`src/rtl/booth_r4_mul.sv`:
```
// Radix-4 Booth sequential multiplier, signed or unsigned operands, 2*WIDTH-bit product.
// Latency: start accepted at an edge -> WIDTH/2+1 CALC cycles -> one-cycle DONE pulse.
// Backpressure: start is ignored while busy; product holds until the next result is written.
module booth_r4_mul #(
  parameter int WIDTH = 16
) (
  input  logic               clk,
  input  logic               rst,
  input  logic               start,
  input  logic               signed_mode,
  input  logic [WIDTH-1:0]   multiplicand,
  input  logic [WIDTH-1:0]   multiplier,
  output logic               busy,
  output logic               done,
  output logic [2*WIDTH-1:0] product
);

  localparam int N  = WIDTH / 2 + 1;   // number of Booth iterations
  localparam int EW = WIDTH + 2;       // extended operand width
  localparam int AW = WIDTH + 4;       // accumulator width, holds +/-2A without loss
  localparam int CW = $clog2(N);
  localparam int FW = AW + EW;         // concatenated accumulator/multiplier width

  typedef enum logic [1:0] {IDLE, CALC, DONE} state_t;

  state_t               state_q, state_d;
  logic [EW-1:0]        a_ext_q;       // extended multiplicand
  logic [EW-1:0]        b_q;           // multiplier, shifted out as product low bits arrive
  logic                 bm1_q;         // bit below the current triplet
  logic [AW-1:0]        acc_q;
  logic [CW-1:0]        cnt_q;
  logic [2*WIDTH-1:0]   product_q;
  logic                 accept;

  logic [2:0]           triplet;
  logic [AW-1:0]        a_sx, a_x2, pp, sum;
  logic [FW-1:0]        shifted;
  logic                 last_iter;

  assign last_iter = (cnt_q == CW'(N - 1));

  // FSM next state and control outputs
  always_comb begin
    state_d = state_q;
    busy    = 1'b0;
    done    = 1'b0;
    accept  = 1'b0;
    case (state_q)
      IDLE: begin
        if (start) begin
          accept  = 1'b1;
          state_d = CALC;
        end
      end
      CALC: begin
        busy = 1'b1;
        if (last_iter) state_d = DONE;
      end
      DONE: begin
        done = 1'b1;
        if (start) begin
          accept  = 1'b1;
          state_d = CALC;
        end else begin
          state_d = IDLE;
        end
      end
      default: state_d = IDLE;
    endcase
  end

  // Booth recoding of the current triplet and one add-then-shift step
  always_comb begin
    triplet = {b_q[1], b_q[0], bm1_q};
    a_sx    = {{2{a_ext_q[EW-1]}}, a_ext_q};
    a_x2    = a_sx << 1;
    pp      = '0;
    case (triplet)
      3'b001, 3'b010: pp = a_sx;
      3'b011:         pp = a_x2;
      3'b100:         pp = ~a_x2 + AW'(1);
      3'b101, 3'b110: pp = ~a_sx + AW'(1);
      default:        pp = '0;
    endcase
    sum     = acc_q + pp;
    shifted = {{2{sum[AW-1]}}, sum, b_q[EW-1:2]};
  end

  // State register and datapath; operands are loaded only on an accepted start
  always_ff @(posedge clk) begin
    if (rst) begin
      state_q   <= IDLE;
      a_ext_q   <= '0;
      b_q       <= '0;
      bm1_q     <= 1'b0;
      acc_q     <= '0;
      cnt_q     <= '0;
      product_q <= '0;
    end else begin
      state_q <= state_d;
      if (accept) begin
        a_ext_q <= {{2{signed_mode & multiplicand[WIDTH-1]}}, multiplicand};
        b_q     <= {{2{signed_mode & multiplier[WIDTH-1]}}, multiplier};
        bm1_q   <= 1'b0;
        acc_q   <= '0;
        cnt_q   <= '0;
      end else if (state_q == CALC) begin
        acc_q <= shifted[FW-1:EW];
        b_q   <= shifted[EW-1:0];
        bm1_q <= b_q[1];
        cnt_q <= cnt_q + CW'(1);
        if (last_iter) product_q <= shifted[2*WIDTH-1:0];
      end
    end
  end

  assign product = product_q;

endmodule

```
`config.mk`:
```
export PLATFORM = sky130hd
export DESIGN_NAME = booth_r4_mul
export DESIGN_NICKNAME = d
export VERILOG_FILES = /design/src/rtl/booth_r4_mul.sv
export SDC_FILE = /design/constraint.sdc
export NUM_CORES = 1
export LEC_CHECK = 0
export CORE_ASPECT_RATIO = 0.5
export CORE_MARGIN = 3
export CORE_UTILIZATION = 60
export DETAILED_ROUTE_END_ITERATION = 10
export PLACE_DENSITY_LB_ADDON = 0.3
export SLEW_MARGIN = 25
export SYNTH_ARGS = -nofsm -noshare
export SYNTH_HDL_FRONTEND = slang
export SYNTH_SLANG_ARGS = --single-unit
```
`constraint.sdc`:
```
create_clock -name clk -period 10.05 [get_ports clk]
set_input_delay 2.01 -clock clk [delete_from_list [all_inputs] [get_ports clk]]
set_output_delay 2.01 -clock clk [all_outputs]
set_load 0.01 [all_outputs]
```
### Word-level counts from Yosys, hierarchy flattened

Cells that the tools add are included.

| storage, ports and cells | value |
|---|---|
| flip-flop bits (word level) | 92 |
| input port bits | 36 |
| output and inout port bits | 34 |
| logic and storage cells | 46 |

| operators by class | value |
|---|---|
| add/sub/neg operators | 4 |
| equality and inequality tests | 11 |
| mux-type cells | 11 |
| bitwise operators | 5 |
| reductions and logical operators | 8 |

Operators by type and width:

| cell | number |
|---|---|
| $pmux W20 S4 | 1 |
| $add A20 B1 Y20 const B | 2 |
| $not A20 Y20 | 2 |
| $mux W18 | 2 |
| $add A20 B20 Y20 | 1 |
| $eq A3 B3 Y1 const B | 3 |
| $reduce_or A2 Y1 | 4 |
| $eq A3 B2 Y1 const B | 2 |
| $pmux W2 S3 | 1 |
| $mux W1 | 5 |
| $add A4 B1 Y4 const B | 1 |
| $eq A4 B4 Y1 const B | 1 |
| $mux W2 | 2 |
| $ne A2 B2 Y1 const B | 2 |
| $eq A3 B1 Y1 const B | 1 |
| $reduce_and A3 Y1 | 1 |
| $and A1 B1 Y1 | 2 |
| $eq A2 B1 Y1 const B | 1 |
| $eq A2 B2 Y1 const B | 1 |
| $logic_not A2 Y1 | 1 |
| $reduce_and A2 Y1 | 1 |
| $reduce_bool A2 Y1 | 1 |
| $not A1 Y1 | 1 |

### Depth between registers and ports, before layout

Gate-level depths: netlist of the first run.

| logic depth | value |
|---|---|
| word-level depth | 6 |
| gate-level depth with buffers | 17 |

### Worst setup path before layout of the first run

OpenSTA, ideal clock, no wires.

| path | value |
|---|---|
| path kind | flip-flop to flip-flop |
| from | register a_ext_q[3] |
| to | register acc_q[12] |
| library setup time | 0.122 ns |
| arrival time | 3.278 ns |
| data required time | 9.928 ns |
| slack | 6.650 ns |
| cell stages (with the launch flop) | 15 |
| period minus slack after synthesis | 3.400 ns |
| cell sequence | dfxtp_1 > clkbuf_1 > nor4_4 > nand2_1 > or3_1 > nand2_1 > xnor2_1 > a22oi_1 > o21ai_0 > ha_1 > a21o_1 > a221o_1 > o21ai_1 > a2111oi_0 > a311o_1 |

| between the ends | value |
|---|---|
| word-level cells in the longest chain between the ends | 4 |

Ends and longest elaborated chain:

| element | RTL line | source |
|---|---|---|
| start, declared | 27 | `logic [EW-1:0] a_ext_q;` |
| start signal, assigned | 102 | `a_ext_q <= {{2{signed_mode & multiplicand[WIDTH-1]}}, multiplicand};` |
| $not A20 Y20 (on tied branches) | 82, 81 |  |
| $add A20 B1 Y20 (on tied branches) | 82, 81 |  |
| $pmux W20 S4 (*) | 78 | `case (triplet)` |
| $add A20 B20 Y20 (*) | 85 | `sum = acc_q + pp;` |
| end signal, assigned | 108 | `acc_q <= shifted[FW-1:EW];` |
| end, declared | 30 | `logic [AW-1:0] acc_q;` |

Mark *: on every way between the ends. The rest lies on a longest branch, timed or not.
A chain may end at the register's enable or synchronous reset.

### Worst setup path in the final report of the first run

| path | value |
|---|---|
| from | register a_ext_q[0] |
| to | register acc_q[12] |

Same word-level chain as after synthesis.

==> results.py, run 1 <==
metrics = {
    "grt": {
        "grt_overflow_total": 0,
        "antenna_found_initial": 0,
        "grt_max_degree": 77,
        "grt_pass1_vias": 5150,
        "grt_pass1_wl_um": 25400,
        "grt_usage_pct": 30.4,
    },
    "floorplanning": {
        "core_um2": 8430,
        "fp.dieW_um": 141,
        "ios": 70,
        "die_h_um": 73.6,
        "start_util_pct": 65.1,
        "rows": 23,
        "die_area_um2": 10400,
    },
    "min_path": {
        "holdPathEnd": "product[21]",
        "worstHoldStart": "product[21]",
        "hold_class": "register to register",
        "worstHoldPathCells": 2,
    },
    "pwr": {
        "ir_worst_vdd_v": 0.0000850,
        "power.leakage_uw": 0.00233,
        "power_density_nw_per_um2": 138,
        "power_uw": 895,
    },
    "detailed_routing": {
        "dr.pass1.iters": 9,
        "vias": 5626,
        "routed_via_density": 6.33,
        "wl_met1_um": 6960,
        "maxUsedRoutingLayer": "met4",
        "met3_length_um": 1410,
        "dr_wl_met2_um": 6910,
        "route.antenna.remaining_nets": 0,
        "wl_um": 15600,
        "wl_per_cell_um": 17.5,
        "initialDrtViolationCount": 706,
        "drcViolationCount": 0,
    },
    "clock_tree": {
        "cts_root_buf": "clkbuf_16",
        "cts_sinks": 92,
        "cts_buffer_depth": 2,
        "hold_buffers": 0,
        "cts.repair.resized": 0,
        "htree_levels": 3,
        "cts_inserted_buffers": 9,
        "cts_tree": "done",
        "post-cts-setup-buffers": 0,
        "clk_pin_slew_ns": 0.07,
        "clk_latency_ns": 0.35,
    },
    "placement": {
        "gp_congestion": 0.910,
        "io_buffers": 69,
        "dp_hpwl_um": 10600,
    },
    "yosys": {
        "synthesis.area_um2": 5490,
        "yosys_warnings": 0,
        "synth_flop_cell": "dfxtp_1",
        "ys_top_cells_by_area": "dfxtp_1, nand2_1, a21oi_1, ha_1, a22oi_1",
        "syn_nets": 796,
        "synth_top_area_cell": "dfxtp_1",
        "avgSynthCellArea_um2": 7.44,
        "yosysTopAreaCellShare_pct": 33.6,
        "synthesis.instances": 737,
        "async_flop_share_pct": 0,
        "synth-edff-count": 0,
        "synthDistinctLibCells": 66,
        "ys_ff_latch": 92,
        "synth_seq_area_share_pct": 33.6,
    },
    "timing": {
        "hold_violations": 0,
        "maxSlewViolCount": 0,
        "setup_violations": 0,
        "slew_headroom_pct": 45.5,
        "tightest_slew_ns": 0.817,
        "fin_skew_ns": 0.00797,
        "worst_hold_slack_ns": 0.454,
        "period_share_pct": 42.0,
        "tns_ns": 0,
        "rsz0062_at_grt": "false",
        "finalCriticalPeriod_ns": 4.22,
        "fmax_ghz": 0.237,
    },
    "worst_setup_path": {
        "ff2ff_path_depth": 14,
        "slowest_stage": "nor3b_1",
        "r2r-end": "acc_q[12]",
        "regToRegStartpoint": "a_ext_q[0]",
        "crit_family": "compound AO/OA/AOI/OAI gates",
        "cp_cell_sequence": "inv_1 > ha_1 > nor3b_1 > nand3_1 > a211oi_1 > nor4_1 > a31o_2 > ha_1 > nand3_1 > a211o_1 > a21oi_1 > o21ai_1 > a2111oi_0 > a311o_1",
        "crit_path_start_kind": "register",
        "crit_fanout": 6,
        "cp-end-kind": "register",
        "slowest_delay_ns": 0.62,
        "cp.required_ns": 10.34,
        "rrSetupSlack_ns": 5.83,
        "arrival_ns": 4.51,
        "crit_type": "register to register",
        "critPathBufInv": 1,
    },
    "cells_and_area": {
        "final_core_util_pct": 76.7,
        "drive_above_1_share_pct": 5.53,
        "final_cell_mix": "nand2_1, a21oi_1, dfxtp_1, clkdlybuf4s50_1, nor2_1",
        "diodes": 0,
        "nNetsFinal": 831,
        "final_common_cell": "nand2_1",
        "area_growth_pct": 18.0,
    },
    "flow_run": {
        "maxCapViolations": 0,
    },
    "status": {
        "outcome": "finished, final reports clean",
    },
}
==> cells by family (layout without fill, tap and decap cells) <==
family | count (synthesis) | count (layout) | share of synthesized area (%)
buf+inv | 72 | 112 | 5.09
flops | 92 | 92 | 33.6
compound gates | 232 | 232 | 26.5
mux | 2 | 2 | 0.388
fa+ha+maj | 23 | 23 | 5.38
xor+xnor | 28 | 28 | 4.47
simple gates | 288 | 288 | 24.6
==> registers in the layout, summed over array words and instances, names as in the netlist <==
name	cells
acc_q	18
product	32
bm1_q	1
b_q	18
cnt_q	4
a_ext_q	17
state_q	2
==> report_power, final <==
group	internal, uW	switching, uW
combinational	63.8	98.0
sequential	377	16.2
clock	180	161
==> synth_stat cells, types with 2 or more instances <==
cell type  number
or3_1          12
clkbuf_1       47
nor2_1         39
dfxtp_1        92
o22ai_1         3
a221o_1         2
nand4_1         4
a22oi_1        28
xnor2_1        21
nand2b_1       10
nor4_1          4
a2111oi_0       2
o31ai_1         4
a21oi_1       101
nor3b_1         3
buf_1           5
nand3b_1        6
inv_1          16
a31oi_1         2
a21boi_0        2
a2bb2oi_1       2
a211oi_1        7
ha_1           22
o21a_1          7
xor2_1          7
and3_1          4
and2_1          6
nor3_1         14
o21ai_0        33
o21bai_1        2
a2111o_1        2
o221ai_2        2
nand3_1        24
o211ai_1        4
nor2b_1         8
or4_4           2
a21o_1          8
o21ai_1         3
nand2_1       145
or2_2           2
a221oi_1        5
==> per-stage QoR <==
step / instances / setup slack, ns / instance area [um^2]
final: 889 / 5.83 / 6470
after global placement: 873 / 5.60 / 6170
after CTS: 889 / 5.82 / 6470
after floorplan: 737 / 6.65 / 5490
after global routing: 889 / 5.62 / 6470
after detailed placement: 873 / 5.45 / 6170
==> metal layers <==
layer	vias to the layer above	track usage (%)
li1	2682	-
met1	2615	42.1
met2	300	47.4
met3	29	7.35
met4	0	8.81
met5	-	0
==> worst max path at each step <==
stage | start | end | slack (ns) | cells past startpoint
2_1_floorplan | a_ext_q[3] | acc_q[12] | 6.65 | 14
3_3_place_gp | start | acc_q[16] | 5.60 | 7
3_5_place_dp | start | acc_q[16] | 5.45 | 7
4_1_cts | start | acc_q[16] | 5.82 | 7
5_1_grt | a_ext_q[0] | acc_q[15] | 5.62 | 14
6_report | a_ext_q[0] | acc_q[12] | 5.83 | 14
==> tightest hold or removal path, cell delays in order, from the launching register on <==
cell and delay (ns):
dfxtp_1 0.31, nand2_1 0.05, a21oi_1 0.05
==> layout make-up <==
type,count,area (um^2)
multi-input combinational,573,3370
fill,629,1960
sequential,92,1840
timing repair buffer,78,753
clock buffer,10,239
tap,112,140
inverter,18,67.6
clock inverter,6,55.1
Power figures use the tool's default switching activity.
==> run 2, diff against run 1 <==
--- a/config.mk
+++ b/config.mk
@@ -7,7 +7,7 @@
 export LEC_CHECK = 0
 export CORE_ASPECT_RATIO = 0.5
 export CORE_MARGIN = 3
-export CORE_UTILIZATION = 60
+export CORE_UTILIZATION = 51
 export DETAILED_ROUTE_END_ITERATION = 10
 export PLACE_DENSITY_LB_ADDON = 0.3
 export SLEW_MARGIN = 25
==> constraint.sdc (replaced) <==
create_clock -name clk -period 3.52 [get_ports clk]
set_input_delay 0.704 -clock clk [delete_from_list [all_inputs] [get_ports clk]]
set_output_delay 0.704 -clock clk [all_outputs]
set_load 0.01 [all_outputs]
==> run 2 against run 1 <==
  * Count of clock-buffer cells in the layout stayed put
  * Non-clock buffer count up 47
  * Critical path type unchanged
  * Core utilization shrank 9.7 points
  * Critical endpoint unchanged
  * Worst hold slack better by 0.0030 ns
  * Largest power group unchanged
==> results.py, run 2 (synthesis results as in run 1) <==
metrics = {
    "worst_setup_path": {
        "crit_path_start_kind": "register",
        "arrival_ns": 3.59,
        "crit_type": "register to register",
        "rrSetupSlack_ns": 0.16,
        "cp-end-kind": "register",
        "cp.required_ns": 3.75,
        "crit_fanout": 5,
    },
    "clock_tree": {
        "cts_root_buf": "clkbuf_16",
        "cts_inserted_buffers": 9,
        "cts_sinks": 92,
        "htree_levels": 3,
        "clk_pin_slew_ns": 0.07,
        "cts_tree": "done",
        "hold_buffers": 0,
        "cts_buffer_depth": 2,
        "clk_latency_ns": 0.35,
    },
    "placement": {
        "placed_cells": 944,
        "place_area_um2": 6530,
        "dp_hpwl_um": 11100,
        "io_buffers": 69,
        "gp_congestion": 0.904,
    },
    "detailed_routing": {
        "initialDrtViolationCount": 385,
        "route.antenna.remaining_nets": 0,
        "routed_via_density": 5.83,
        "dr.pass1.iters": 5,
        "wl_per_cell_um": 16.1,
        "vias": 5623,
        "wl_um": 15600,
        "drcViolationCount": 0,
    },
    "timing": {
        "fmax_ghz": 0.298,
        "period_share_pct": 95.4,
        "finalCriticalPeriod_ns": 3.36,
        "fin_skew_ns": 0.00722,
        "maxSlewViolCount": 0,
        "rsz0062_at_grt": "true",
        "slew_headroom_pct": 53.1,
        "tightest_slew_ns": 0.703,
        "setup_violations": 0,
        "hold_violations": 0,
        "tns_ns": 0,
    },
    "cells_and_area": {
        "largest_reg_flops": 32,
        "final_core_util_pct": 67.0,
        "instances_no_fill": 964,
        "area_growth_pct": 26.4,
        "final_common_cell": "nand2_1",
        "final_cell_mix": "nand2_1, a21oi_1, dfxtp_1, clkdlybuf4s50_1, buf_4",
        "fin_area_um2": 6930,
        "drive_above_1_share_pct": 12.6,
        "diodes": 0,
        "nNetsFinal": 878,
    },
    "grt": {
        "grt_pass1_wl_um": 25100,
        "grt_usage_pct": 25.1,
        "antenna_found_initial": 0,
        "grt_max_degree": 63,
        "grt_overflow_total": 0,
        "grt_pass1_vias": 5065,
    },
    "status": {
        "outcome": "finished, final reports clean",
    },
    "floorplanning": {
        "core_um2": 10300,
        "die_h_um": 79.3,
        "ios": 70,
        "rows": 26,
        "start_util_pct": 53.0,
        "fp.dieW_um": 153,
        "die_area_um2": 12100,
    },
    "flow_run": {
        "maxCapViolations": 0,
    },
    "pwr": {
        "switchingPower_uw": 802,
        "switching_share_pct": 30.7,
        "clkPwrFrac_pct": 36.6,
        "ir_worst_vdd_v": 0.000237,
        "power_uw": 2610,
        "p_int_uw": 1810,
        "power.leakage_uw": 0.00258,
        "power_density_nw_per_um2": 377,
        "seqPwrFrac_pct": 42.6,
        "p_comb_share_pct": 20.8,
    },
    "min_path": {
        "hold_class": "register to register",
    },
}
## run 2: cell count changes in the layout (fill, tap and decap cells not counted), moves of 3 or more
cell     change
ha_2         +3
ha_1         -4
a21oi_1      -4
dfxtp_1      -3
dfxtp_2      +3
o21ai_1      +3
a21oi_2      +4
buf_4       +47
o21ai_0      -4
## run 2: metal layers
metal	vias to the layer above	GRT usage, %	routed length, um
li1	2775	-	-
met1	2649	35.2	7560
met2	179	39.7	6820
met3	20	6.21	1010
met4	0	4.71	155
met5	-	0	0
## run 2: worst max-delay path, cell delays in order, from the launching register on
cell and delay, ns:
dfxtp_2 0.34, or3_1 0.39, or3_1 0.33, nand2_1 0.11
xnor2_1 0.09, a22oi_1 0.18, o21ai_1 0.13, ha_2 0.35
o21a_1 0.10, o21ai_0 0.09, a211o_1 0.31, a21oi_2 0.17
o21ai_1 0.11, buf_4 0.15, nor3b_1 0.12, a311o_1 0.27
## run 2: stage by stage
step	setup WS, ns	hold slack [ns]
after floorplan	0.120	0.441
after global placement	0.0954	0.444
after detailed placement	0.0642	0.448
after CTS	0.0445	0.458
after global routing	-0.0319	0.473
final	0.162	0.457
## run 2: what timing repair did
action	in CTS	in global routing
gates resized for setup	0	24
endpoints found under the setup margin	0	11
setup buffers	0	4
## run 2: final cells by class
type / count / area, um^2
multi-input combinational: 573 / 3450
sequential: 92 / 1850
clock buffer: 10 / 229
tap: 140 / 175
inverter: 18 / 67.6
timing repair buffer: 125 / 1110
fill: 892 / 3410
clock inverter: 6 / 56.3
## run 2: power groups by stage
stage               clock [uW]  combinational (uW)  sequential [uW]
floorplan                    0                 338             1120
global placement             0                 501             1140
detailed placement           0                 507             1140
CTS                        968                 512             1110
global route              1020                 594             1120
finish                     956                 543             1110
## run 2: path summary, 6_finish.rpt
kind / startpoint / to / cells past startpoint
worst max-delay path: a_ext_q[0] / acc_q[12] / 15
worst max register to register: a_ext_q[0] / acc_q[12] / 15
worst min register to register: product[5] / product[5] / 2
worst min-delay path: product[5] / product[5] / 2
